==> config.mk <==
export PLATFORM = sky130hd
export DESIGN_NAME = parc_core_muldiv_arb
export DESIGN_NICKNAME = d
export VERILOG_FILES = /design/src/rtl/parc_core_muldiv_arb_pkg.sv /design/src/rtl/parc_core_muldiv_arb_tagq.sv /design/src/rtl/parc_core_muldiv_arb.sv
export SDC_FILE = /design/constraint.sdc
export NUM_CORES = 1
export LEC_CHECK = 0
export ABC_AREA = 1
export ABC_CLOCK_PERIOD_IN_PS = 2600
export CAP_MARGIN = 20
export CORE_AREA = 2 2 157 159
export DETAILED_ROUTE_END_ITERATION = 6
export DIE_AREA = 0 0 159 161
export PLACE_DENSITY = 0.5
export SYNTH_ARGS = -nofsm -noshare
export SYNTH_HDL_FRONTEND = slang
export SYNTH_SLANG_ARGS = --single-unit
==> constraint.sdc <==
create_clock -name clk -period 2.6 [get_ports clk]
set_clock_uncertainty 0.05 [all_clocks]
set_input_delay 0.65 -clock clk [delete_from_list [all_inputs] [get_ports clk]]
set_output_delay 0.65 -clock clk [all_outputs]
set_load 0.05 [all_outputs]
==> src/rtl/parc_core_muldiv_arb_pkg.sv <==
// ---------------------------------------------------------------------------
// parc_core_muldiv_arb_pkg
//
// Shared definitions for the dual-lane muldiv arbiter:
//   - muldiv function codes driven on reqN_fn / muldivreq_msg_fn
//   - lane-ID width and the two lane IDs recorded in the tag queue
//   - layout of the 64-bit muldiv response (rem/hi upper, quo/lo lower)
// ---------------------------------------------------------------------------
package parc_core_muldiv_arb_pkg;

    typedef enum logic [2:0] {
        MD_MUL  = 3'd0,
        MD_DIV  = 3'd1,
        MD_DIVU = 3'd2,
        MD_REM  = 3'd3,
        MD_REMU = 3'd4
    } muldiv_fn_e;

    localparam int LANE_W = 1;

    typedef logic [LANE_W-1:0] lane_id_t;

    localparam lane_id_t LANE0 = 1'b0;
    localparam lane_id_t LANE1 = 1'b1;

    // Response word: remainder (div/rem) or high product (mul) in the upper
    // half, quotient or low product in the lower half.
    typedef struct packed {
        logic [31:0] hi;
        logic [31:0] lo;
    } muldiv_resp_t;

endpackage

==> src/rtl/parc_core_muldiv_arb_tagq.sv <==
// ---------------------------------------------------------------------------
// parc_core_muldiv_arb_tagq
//
// In-order queue of lane IDs for muldiv operations in flight. Circular
// buffer of DEPTH entries with wrapping read/write pointers and an explicit
// occupancy count. A push while full is dropped even if a pop happens in the
// same cycle; a pop while empty is ignored.
//
// Ports:
//   clk, reset_n        core clock, asynchronous active-low reset
//   push, push_id       enqueue the lane ID of an issued operation
//   pop                 dequeue the head (response accepted)
//   full, empty         occupancy flags
//   head                lane ID of the oldest outstanding operation
// ---------------------------------------------------------------------------
module parc_core_muldiv_arb_tagq
    import parc_core_muldiv_arb_pkg::*;
#(
    parameter int DEPTH = 4
) (
    input  logic     clk,
    input  logic     reset_n,
    input  logic     push,
    input  lane_id_t push_id,
    input  logic     pop,
    output logic     full,
    output logic     empty,
    output lane_id_t head
);

    localparam int PTR_W = $clog2(DEPTH);
    localparam int CNT_W = PTR_W + 1;

    lane_id_t         mem [DEPTH];
    logic [PTR_W-1:0] wr_ptr;
    logic [PTR_W-1:0] rd_ptr;
    logic [CNT_W-1:0] count;
    logic             push_ok;
    logic             pop_ok;

    assign full    = (count == CNT_W'(DEPTH));
    assign empty   = (count == '0);
    assign push_ok = push && !full;
    assign pop_ok  = pop && !empty;
    assign head    = mem[rd_ptr];

    // NOTE: sequential state is updated only with non-blocking assignments so
    // every flop samples the pre-edge values regardless of statement order.
    always_ff @(posedge clk or negedge reset_n) begin
        if (!reset_n) begin
            wr_ptr <= '0;
            rd_ptr <= '0;
            count  <= '0;
            // NOTE: the storage is only DEPTH single-bit entries, so it is
            // reset as well; head is then never undefined, even when empty.
            for (int i = 0; i < DEPTH; i++) begin
                mem[i] <= LANE0;
            end
        end else begin
            if (push_ok) begin
                mem[wr_ptr] <= push_id;
                wr_ptr      <= wr_ptr + PTR_W'(1);
            end
            if (pop_ok) begin
                rd_ptr <= rd_ptr + PTR_W'(1);
            end
            case ({push_ok, pop_ok})
                2'b10:   count <= count + CNT_W'(1);
                2'b01:   count <= count - CNT_W'(1);
                default: count <= count;
            endcase
        end
    end

endmodule

==> src/rtl/parc_core_muldiv_arb.sv <==
// ---------------------------------------------------------------------------
// parc_core_muldiv_arb
//
// Shares one pipelined muldiv unit between the two issue lanes of the
// dual-fetch PARC core. Each cycle one lane's request is granted and
// forwarded; the granted lane ID is queued in issue order, and each muldiv
// response is steered back to the lane at the head of that queue. Both the
// request and response paths are purely combinational (zero added latency).
//
// Configuration:
//   PARC_MULDIV_ARB_RR_EN  defined   -> round-robin priority between lanes
//                          undefined -> fixed priority, lane 0 wins
//
// Ports:
//   clk, reset_n                      core clock, async active-low reset
//   req{0,1}_fn/_a/_b/_val/_rdy       per-lane muldiv request handshake
//   muldivreq_msg_fn/_a/_b/_val/_rdy  request to the muldiv unit
//   muldivresp_msg_result/_val/_rdy   response from the muldiv unit
//   resp{0,1}_result/_val/_rdy        per-lane response handshake
// ---------------------------------------------------------------------------
module parc_core_muldiv_arb
    import parc_core_muldiv_arb_pkg::*;
#(
    parameter int DEPTH = 4
) (
    input  logic        clk,
    input  logic        reset_n,

    input  logic [2:0]  req0_fn,
    input  logic [31:0] req0_a,
    input  logic [31:0] req0_b,
    input  logic        req0_val,
    output logic        req0_rdy,

    input  logic [2:0]  req1_fn,
    input  logic [31:0] req1_a,
    input  logic [31:0] req1_b,
    input  logic        req1_val,
    output logic        req1_rdy,

    output logic [2:0]  muldivreq_msg_fn,
    output logic [31:0] muldivreq_msg_a,
    output logic [31:0] muldivreq_msg_b,
    output logic        muldivreq_val,
    input  logic        muldivreq_rdy,

    input  logic [63:0] muldivresp_msg_result,
    input  logic        muldivresp_val,
    output logic        muldivresp_rdy,

    output logic [63:0] resp0_result,
    output logic        resp0_val,
    input  logic        resp0_rdy,

    output logic [63:0] resp1_result,
    output logic        resp1_val,
    input  logic        resp1_rdy
);

    lane_id_t winner;
    lane_id_t prio;
    lane_id_t tag_head;
    logic     q_full;
    logic     q_empty;
    logic     issue_ok;
    logic     fire;
    logic     pop;

    // ---------------- priority ----------------
`ifdef PARC_MULDIV_ARB_RR_EN
    // After each issue the other lane gets priority for the next tie.
    always_ff @(posedge clk or negedge reset_n) begin
        if (!reset_n) begin
            prio <= LANE0;
        end else if (fire) begin
            prio <= (winner == LANE0) ? LANE1 : LANE0;
        end
    end
`else
    assign prio = LANE0;
`endif

    // ---------------- request arbitration ----------------
    // NOTE: every output of a combinational block gets a default first, so no
    // path through the block can leave a value held (which would be a latch).
    always_comb begin
        winner = LANE0;
        if (req0_val && req1_val) begin
            winner = prio;
        end else if (req1_val) begin
            winner = LANE1;
        end
    end

    assign issue_ok      = muldivreq_rdy && !q_full;
    assign muldivreq_val = (req0_val || req1_val) && !q_full;
    assign req0_rdy      = req0_val && (winner == LANE0) && issue_ok;
    assign req1_rdy      = req1_val && (winner == LANE1) && issue_ok;
    assign fire          = muldivreq_val && muldivreq_rdy;

    assign muldivreq_msg_fn = (winner == LANE1) ? req1_fn : req0_fn;
    assign muldivreq_msg_a  = (winner == LANE1) ? req1_a  : req0_a;
    assign muldivreq_msg_b  = (winner == LANE1) ? req1_b  : req0_b;

    // ---------------- response steering ----------------
    // With nothing outstanding a response has no owner, so it is refused.
    always_comb begin
        resp0_val      = 1'b0;
        resp1_val      = 1'b0;
        muldivresp_rdy = 1'b0;
        if (!q_empty) begin
            if (tag_head == LANE0) begin
                resp0_val      = muldivresp_val;
                muldivresp_rdy = resp0_rdy;
            end else begin
                resp1_val      = muldivresp_val;
                muldivresp_rdy = resp1_rdy;
            end
        end
    end

    assign pop          = muldivresp_val && muldivresp_rdy;
    assign resp0_result = muldivresp_msg_result;
    assign resp1_result = muldivresp_msg_result;

    // ---------------- in-order tag queue ----------------
    parc_core_muldiv_arb_tagq #(
        .DEPTH (DEPTH)
    ) u_tagq (
        .clk     (clk),
        .reset_n (reset_n),
        .push    (fire),
        .push_id (winner),
        .pop     (pop),
        .full    (q_full),
        .empty   (q_empty),
        .head    (tag_head)
    );

endmodule

======== Word-level counts from Yosys, hierarchy flattened ========
Index checks and enable logic that the tools add are counted.
Widths: inputs -> output; s select.
cells by class
  add/sub/neg operators ................... 4
  magnitude comparators ................... 3
  eq/ne operators ......................... 3
  muxes and demuxes ....................... 18
  bitwise gates (word level) .............. 3
  reduce and logical (&&, ||, !) cells .... 17
operators by type and width
  kind                 count
  $mux 32              2
  $logic_and 1x1->1    12
  $mux 1               11
  $ge 3x3->1 const B   2
  $not 2->3            2
  $pmux 3 s2           1
  $add 2x1->2 const B  2
  $bwmux 4             1
  $add 3x1->3 const B  1
  $eq 3x3->1 const B   1
  $logic_not 3->1      1
  $lt 3x1->1 const B   1
  $mux 3               1
  $sub 3x1->3 const B  1
  $bmux 1 s2           1
  $demux 1 s2          1
  $eq 2x1->1 const B   1
  $eq 2x2->1 const B   1
  $logic_not 1->1      2
  $reduce_bool 2->1    1
  $logic_or 1x1->1     1
  $not 1->1            1
word-level totals
  flip-flop bits (word level) ............. 11
  input port bits ......................... 206
  output and inout bits ................... 201
  word-level logic and storage cells ...... 55

======== Longest topological paths before layout ========
Gate-level depths: netlist (run 1).
  depth after elaboration ................. 10
  gate-level depth with buffers ........... 13
  depth with buffers taken out ............ 13

======== Hierarchy ========
From an unflattened synthesis (run 1), not the netlist that was laid out.
unflattened totals
  cell total of the unflattened synthesis .. 447
  area total of the unflattened synthesis .. 2570.0 sq um
modules (own cells, without submodules)
  module                     times used  cells each  area an instance (sq um)  seq. area each (sq um)
  parc_core_muldiv_arb       1           364         1901.8                    0.0
  parc_core_muldiv_arb_tagq  1           83          668.1                     275.3

======== Worst setup path after synthesis (run 1) ========
No wires, ideal clock.
  path type ............................... input to output
  start ................................... input muldivresp_val
  end ..................................... output resp0_val
  arrival ................................. 1.726 ns
  data required time ...................... 1.900 ns
  slack ................................... 0.174 ns
  stages on the path ...................... 4
  buffers on the path ..................... 0
  cell sequence ........................... inv_1 nor2_1 inv_1 a21oi_1
between the ends
  word-level cells in the longest chain between the ends .. 2
RTL lines
  element             line                         RTL
  start: declaration  parc_core_muldiv_arb.sv:48   input logic muldivresp_val,
  $mux 1              parc_core_muldiv_arb.sv:112  if (tag_head == LANE0) begin
  $mux 1              parc_core_muldiv_arb.sv:111  if (!q_empty) begin
  end: declaration    parc_core_muldiv_arb.sv:52   output logic resp0_val,
No other way between the ends.

======== Final worst setup path (run 1) ========
  start ................................... input req1_val
  end ..................................... output muldivreq_msg_a[9]
between the ends
  word-level cells in the longest chain between the ends .. 3
  elaborated cells on any way between the ends .. 4
  classes of those cells .................. mux: 3; reduce/logical: 1
RTL lines
  element                                             line                                                    RTL
  start: declaration                                  parc_core_muldiv_arb.sv:38                              input logic req1_val,
  $mux 1 / $logic_and 1x1->1 (equally long branches)  parc_core_muldiv_arb.sv:90, parc_core_muldiv_arb.sv:88
  $mux 1 (*)                                          parc_core_muldiv_arb.sv:88                              if (req0_val && req1_val) begin
  $mux 32 (*)                                         parc_core_muldiv_arb.sv:102                             assign muldivreq_msg_a = (winner == LANE1) ? req1_a : req0_a;
  end: declaration                                    parc_core_muldiv_arb.sv:42                              output logic [31:0] muldivreq_msg_a,
Every way passes the cells marked *; elsewhere a longest branch is shown, timed or not.

==> results of run 1 <==
## critical path: stages
cell and delay, ps:
dlygate4sd2_1 240, inv_2 70, nor2_4 40, buf_12 140, inv_6 100, bufbuf_16 300, nand2_1 60, nand2_1 70
buf_6 160
## cells in the final DEF (no fill, tap or decap), types with 4 or more instances in the layout
master             n
o21ai_1            4
buf_4             59
buf_6             18
buf_12            10
bufbuf_16          4
nand3_2            7
nand2_1          210
inv_1             18
ha_1               5
dfrtp_1           11
clkdlybuf4s50_1  139
o21ai_0            6
## cell families (layout without fill, tap and decap cells)
kind of cell               after synthesis  after routing  synth area share
buffers and inverters                  162            258            0.4433
and+or+nand+nor                        232            232            0.3738
adders and majority gates                6              6           0.03298
xor gates and xnor gates                 4              4           0.01400
DFF                                     11             11            0.1099
AOI/OAI and AO/OA                       13             13           0.02599
## worst min path at each step
stage | from | slack (ps) | to | cells past startpoint
floorplan | reset_n | 300 | u_tagq.count[0]$_DFFE_PN0P_ | 0
global placement | u_tagq.count[0]$_DFFE_PN0P_ | 440 | u_tagq.count[0]$_DFFE_PN0P_ | 1
detailed placement | u_tagq.count[0]$_DFFE_PN0P_ | 450 | u_tagq.count[0]$_DFFE_PN0P_ | 1
CTS | u_tagq.count[0]$_DFFE_PN0P_ | 450 | u_tagq.count[0]$_DFFE_PN0P_ | 1
global route | u_tagq.mem[3]$_DFFE_PN0P_ | 490 | u_tagq.mem[3]$_DFFE_PN0P_ | 2
finish | u_tagq.count[0]$_DFFE_PN0P_ | 450 | u_tagq.count[0]$_DFFE_PN0P_ | 1
## timing repair
action | in CTS | in global routing
pin swaps | 1 | 0
endpoints found under the setup margin | 68 | 24
gates resized for setup | 13 | 20
setup buffers | 2 | 0
cloned | 4 | 0
## report_power, final
group | total [mW] | switching, mW | internal, mW
sequential | 0.331 | 0.0707 | 0.260
clock | 0.281 | 0.0756 | 0.206
combinational | 1.67 | 0.928 | 0.741
total | 2.28 | 1.07 | 1.21
## sequential cells by signal (all words and copies together) (netlist names)
register       cells
u_tagq.wr_ptr      2
u_tagq.mem         4
u_tagq.rd_ptr      2
u_tagq.count       3
## per-layer routing
layer / track usage / vias to the layer above
li1: - / 1348
met2: 0.1500 / 255
met4: 0.02810 / 0
met3: 0.07627 / 34
met1: 0.08781 / 1187
met5: 0 / -
## area by class of cell
| class | instances | share of cell area |
|---|---|---|
| Multi-Input combinational cell | 255 | 0.2595 |
| Sequential cell | 11 | 0.06239 |
| Timing Repair Buffer | 234 | 0.5502 |
| Inverter | 20 | 0.01815 |
| Tap cell | 324 | 0.09189 |
| Clock buffer | 4 | 0.01787 |
==> impl_metrics.py, run 1 <==
metrics = {
    "outcome": {
        "status": "complete, no violations",
    },
    "global_routing": {
        "grt_max_degree": 47,
        "grt.total_usage": 0.09212,
        "grt_pass1_vias": 2673,
        "antenna_found_initial": 0,
        "grt_pass1_wl_mm": 17.37,
        "overflow": 0,
    },
    "logic_synthesis": {
        "synth_fp_nets": 640,
        "netlist_top_cells_count": "213 x nand2_1, 130 x buf_4, 18 x inv_1",
        "synth_area_leader_cell": "buf_4",
        "yosysTopAreaCellShare": 0.3898,
        "synthCells": 428,
        "async_flop_share": 1.000,
        "synth_area_leaders": "buf_4 39%, nand2_1 32%, dfrtp_1 11%",
        "ys_ff_latch": 11,
        "synth_ff_type": "dfrtp_1",
        "netlist_area_sq_um": 2504,
        "syn_avg_cell_area_sq_um": 5.850,
        "yosysWarnings": 0,
        "synth_edf_count": 0,
        "synth.distinct_cells": 21,
        "synth.most_common_cell": "nand2_1",
        "ys_seq_area_frac": 0.1099,
    },
    "placed_design": {
        "portBuffers": 214,
        "dpl_cell_area_sq_um": 4064,
        "dp_hpwl_mm": 10.34,
        "place_congestion": 0.7414,
        "post-place-ws_ps": -102.2,
        "dp.cells": 838,
    },
    "cells_and_area": {
        "layout-drive-gt1-share": 0.2176,
        "multi_input_area_sq_um": 1145,
        "stdcell_area_sq_um": 4412,
        "seq_area_sq_um": 275.3,
        "fill_cells": 2747,
        "diodes": 0,
        "nets": 737,
        "final_cell_count_no_fill": 848,
        "area_delta_synth_final_pct": 76.21,
        "final_core_util": 0.1841,
    },
    "routing": {
        "top_layer": "met4",
        "met1_length_mm": 4.268,
        "drt_iter0_drc": 60,
        "vias": 2824,
        "drt_wl_total_mm": 13.01,
        "avgViaCountPerCell": 3.330,
        "drt-pass1-iter-count": 4,
        "drc": 0,
        "dr_wl_met2_mm": 5.860,
        "ant_nets": 0,
        "wire_per_inst_um": 15.34,
        "met3_length_mm": 2.531,
    },
    "cts": {
        "cts.reportedPaths.clkPinSlew_ps": 40,
        "numCtsBuffers": 3,
        "clk_path_buf_depth": 2,
        "clock-sinks": 11,
        "cts-root-buf": "clkbuf_16",
        "insertion_delay_ps": 240,
        "cts_tree": "built",
        "cts_hold_buf": 0,
        "cts_max_level": 1,
    },
    "setup_path": {
        "path_max_fanout": 13,
        "r2r_slack_ps": 470,
        "crit_arrival_ps": 1840,
        "path_class": "primary input to output pin",
        "reg2reg_to": "u_tagq.count[2]$_DFFE_PN0P_",
        "end_kind": "output pin",
        "critPathCapture": "muldivreq_msg_a[9]",
        "reg2reg_depth": 13,
        "start_kind": "primary input",
        "crit_required_ps": 1900,
        "r2r_start": "u_tagq.rd_ptr[0]$_DFFE_PN0P_",
        "startpoint": "req1_val",
    },
    "floorplan": {
        "die_area_sq_um": 25600,
        "die_x_um": 159,
        "fp-row-count": 57,
        "ios": 407,
        "fp.coreArea_sq_um": 23960,
        "die_h_um": 161,
        "start_util": 0.1045,
    },
    "sta": {
        "final_hold_viol_count": 0,
        "whs_ps": 445.3,
        "max_freq_mhz": 393.4,
        "slew_violations": 0,
        "worstMarginPinSlew_ps": 485.5,
        "period_share": 0.9777,
        "setup_viol": 0,
        "setup_ws_ps": 58.01,
        "rsz0062_at_grt": "true",
        "max_slew_margin": 0.6753,
        "min_period_ps": 2542,
        "final.setup.tns_ps": 0,
    },
    "pwr": {
        "irDropWorstVdd_mv": 0.2890,
        "power.leakage_nw": 2.149,
        "pwr_density_cell_nw_per_um2": 517.1,
        "total_power_mw": 2.281,
    },
    "run": {
        "maxCapViolations": 0,
    },
    "min_path": {
        "min_path_type": "flip-flop to flip-flop",
    },
}
(Power assumes the default switching activity.)
==> run 2: changes to the inputs <==
--- a/config.mk
+++ b/config.mk
@@ -12,6 +12,7 @@
 export DETAILED_ROUTE_END_ITERATION = 6
 export DIE_AREA = 0 0 159 161
 export PLACE_DENSITY = 0.5
+export SLEW_MARGIN = 20
 export SYNTH_ARGS = -nofsm -noshare
 export SYNTH_HDL_FRONTEND = slang
 export SYNTH_SLANG_ARGS = --single-unit
==> constraint.sdc (replaced) <==
create_clock -name clk -period 2.6 [get_ports clk]
set_clock_uncertainty 0.05 [all_clocks]
set_input_delay 0.65 -clock clk [delete_from_list [all_inputs] [get_ports clk]]
set_output_delay 0.65 -clock clk [all_outputs]
set_load 0.01 [all_outputs]
==> run 2 against run 1 <==
Net effect: the flow now finishes with violations (setup timing); register-to-register slack worse by 70 ps; setup slack worse by 90 ps; fmax is 3.4% lower; via count is 0.92% lower; sequential cell count stayed put; clock power is 1% lower; highest routed layer unchanged.
==> impl_metrics.py, run 2 (same netlist as run 1, synthesis figures left out) <==
metrics = {
    "setup_path": {
        "crit_family": "buffers and inverters",
        "crit_path_max_incr_delay_ps": 530,
        "r2r_slack_ps": 400,
        "path_class": "primary input to output pin",
        "r2r_start": "u_tagq.rd_ptr[0]$_DFFE_PN0P_",
        "reg2reg_to": "u_tagq.count[2]$_DFFE_PN0P_",
        "end_kind": "output pin",
        "path_max_fanout": 11,
        "crit_arrival_ps": 1930,
        "crit_required_ps": 1900,
        "path_common_cell": "nand2_1",
        "path_cells": "buf_2 -> inv_2 -> nor2_4 -> buf_12 -> inv_12 -> clkbuf_16 -> nand2_1 -> nand2_1 -> clkdlybuf4s50_1",
        "crit_buf_inv": 6,
        "slowest_stage": "clkdlybuf4s50_1",
        "start_kind": "primary input",
        "reg2reg_depth": 14,
    },
    "routing": {
        "drt_iter0_drc": 116,
        "wire_per_inst_um": 16.14,
        "avgViaCountPerCell": 3.261,
        "drt_wl_total_mm": 13.85,
        "vias": 2798,
        "drc": 0,
        "ant_nets": 0,
        "drt-pass1-iter-count": 4,
    },
    "floorplan": {
        "fp.coreArea_sq_um": 23960,
        "die_area_sq_um": 25600,
        "die_x_um": 159,
        "ios": 407,
        "start_util": 0.1045,
        "fp-row-count": 57,
        "die_h_um": 161,
    },
    "cells_and_area": {
        "layout-drive-gt1-share": 0.09176,
        "area_delta_synth_final_pct": 83.76,
        "nets": 747,
        "diodes": 0,
        "stdcell_area_sq_um": 4601,
        "fill_cells": 2735,
        "top_regs": "u_tagq.mem x4, u_tagq.count x3",
        "regMostFlops": "u_tagq.mem",
        "layout_commonest_cell": "nand2_1",
        "largest_register_ffs": 4,
        "final_core_util": 0.1920,
        "final_cell_mix": "213 x nand2_1, 140 x clkdlybuf4s50_1, 38 x dlymetal6s2s_1, 33 x dlygate4sd2_1, 18 x inv_1",
    },
    "pwr": {
        "power.leakage_nw": 2.519,
        "pwr_density_cell_nw_per_um2": 382.5,
        "switching_share": 0.3774,
        "p_int_mw": 1.096,
        "seqPwrFrac": 0.188,
        "total_power_mw": 1.760,
        "irDropWorstVdd_mv": 0.2349,
        "power.switching_mw": 0.6641,
        "clkPwrFrac": 0.157,
        "combPwrFrac": 0.655,
    },
    "sta": {
        "setup_viol": 1,
        "final_hold_viol_count": 0,
        "whs_ps": 451.9,
        "min_period_ps": 2632,
        "period_share": 1.012,
        "slew_violations": 0,
        "setup_ws_ps": -31.90,
        "rsz0062_at_grt": "true",
        "max_slew_margin": 0.6842,
        "max_freq_mhz": 380.0,
        "worstMarginPinSlew_ps": 472.2,
    },
    "min_path": {
        "hold_start": "u_tagq.mem[1]$_DFFE_PN0P_",
        "hold_path_end": "u_tagq.mem[1]$_DFFE_PN0P_",
        "min_path_type": "flip-flop to flip-flop",
        "min_path_cells": 2,
    },
    "outcome": {
        "violations": "setup timing",
        "status": "finished with violations",
    },
    "cts": {
        "insertion_delay_ps": 240,
        "cts-root-buf": "clkbuf_16",
        "numCtsBuffers": 3,
        "cts_max_level": 1,
        "clk_path_buf_depth": 2,
        "clock-sinks": 11,
        "cts_tree": "built",
        "cts.reportedPaths.clkPinSlew_ps": 40,
    },
    "placed_design": {
        "dp_hpwl_mm": 10.38,
        "post-place-ws_ps": -431.7,
        "place_congestion": 0.8364,
        "portBuffers": 214,
        "dpl_cell_area_sq_um": 4174,
    },
    "global_routing": {
        "grt_pass1_vias": 2873,
        "overflow": 0,
        "grt_pass1_wl_mm": 18.33,
        "grt.total_usage": 0.09599,
        "grt_max_degree": 41,
        "antenna_found_initial": 0,
    },
    "run": {
        "maxCapViolations": 0,
    },
}
-- run 2: how the worst max path moves through the flow --
stage,from,end,slack (ps),depth (start not counted)
floorplan,muldivresp_val,u_tagq.count[2]$_DFFE_PN0P_,480,10
global placement,req1_val,muldivreq_msg_fn[0],-430,7
detailed placement,req1_val,muldivreq_msg_fn[0],-430,7
CTS,req0_val,muldivreq_msg_fn[0],-170,7
global route,req1_val,muldivreq_msg_a[18],-120,9
finish,req1_val,muldivreq_msg_a[18],-30,9
-- run 2: worst register-to-register path: cells and delay by family, from the launching register on --
family	cells	cell delay [ps]
flip-flops	1	420
AND/OR/NAND/NOR	5	370
buffers and inverters	4	360
XOR/XNOR	1	120
AO/OA/AOI/OAI	2	240
adder cells (fa/ha/maj)	2	530
-- run 2: cell type report --
class	count	area [sq um]	share of cell area
well taps	324	405.4	0.08812
multi-input cells	255	1121	0.2437
repair buffers	244	2633	0.5722
clock buffers	4	78.83	0.01713
inverters	20	87.58	0.01904
flip-flops and latches	11	275.3	0.05983
-- run 2: stage by stage --
step,std cells,setup TNS (ps)
after global placement,840,-24890
final,858,-31.90
after detailed placement,840,-25230
after floorplan,428,0
after global routing,858,-122.7
after CTS,856,-4274
-- run 2: layer usage --
layer | track usage | share of wire | vias up
li1 | - | - | 1370
met1 | 0.08685 | 0.33 | 1141
met2 | 0.1658 | 0.47 | 260
met3 | 0.07524 | 0.18 | 27
met4 | 0.02851 | 0.023 | 0
met5 | 0 | 0 | -
-- run 2: power by group through the flow --
stage          sequential [mW]  combinational (mW)  clock (mW)
2_1_floorplan            0.316               0.737           0
3_3_place_gp             0.333                1.15           0
3_5_place_dp             0.336                1.16           0
4_1_cts                  0.334                1.17       0.283
5_1_grt                  0.347                1.28       0.296
6_report                 0.331                1.15       0.277
-- run 2: timing repair --
action	CTS	global route
endpoints found under the hold margin	0	0
setup endpoints to repair	73	51
pin swaps	1	1
setup buffers	8	1
gates resized for setup	58	44
hold buffers	0	0
gates cloned	4	2
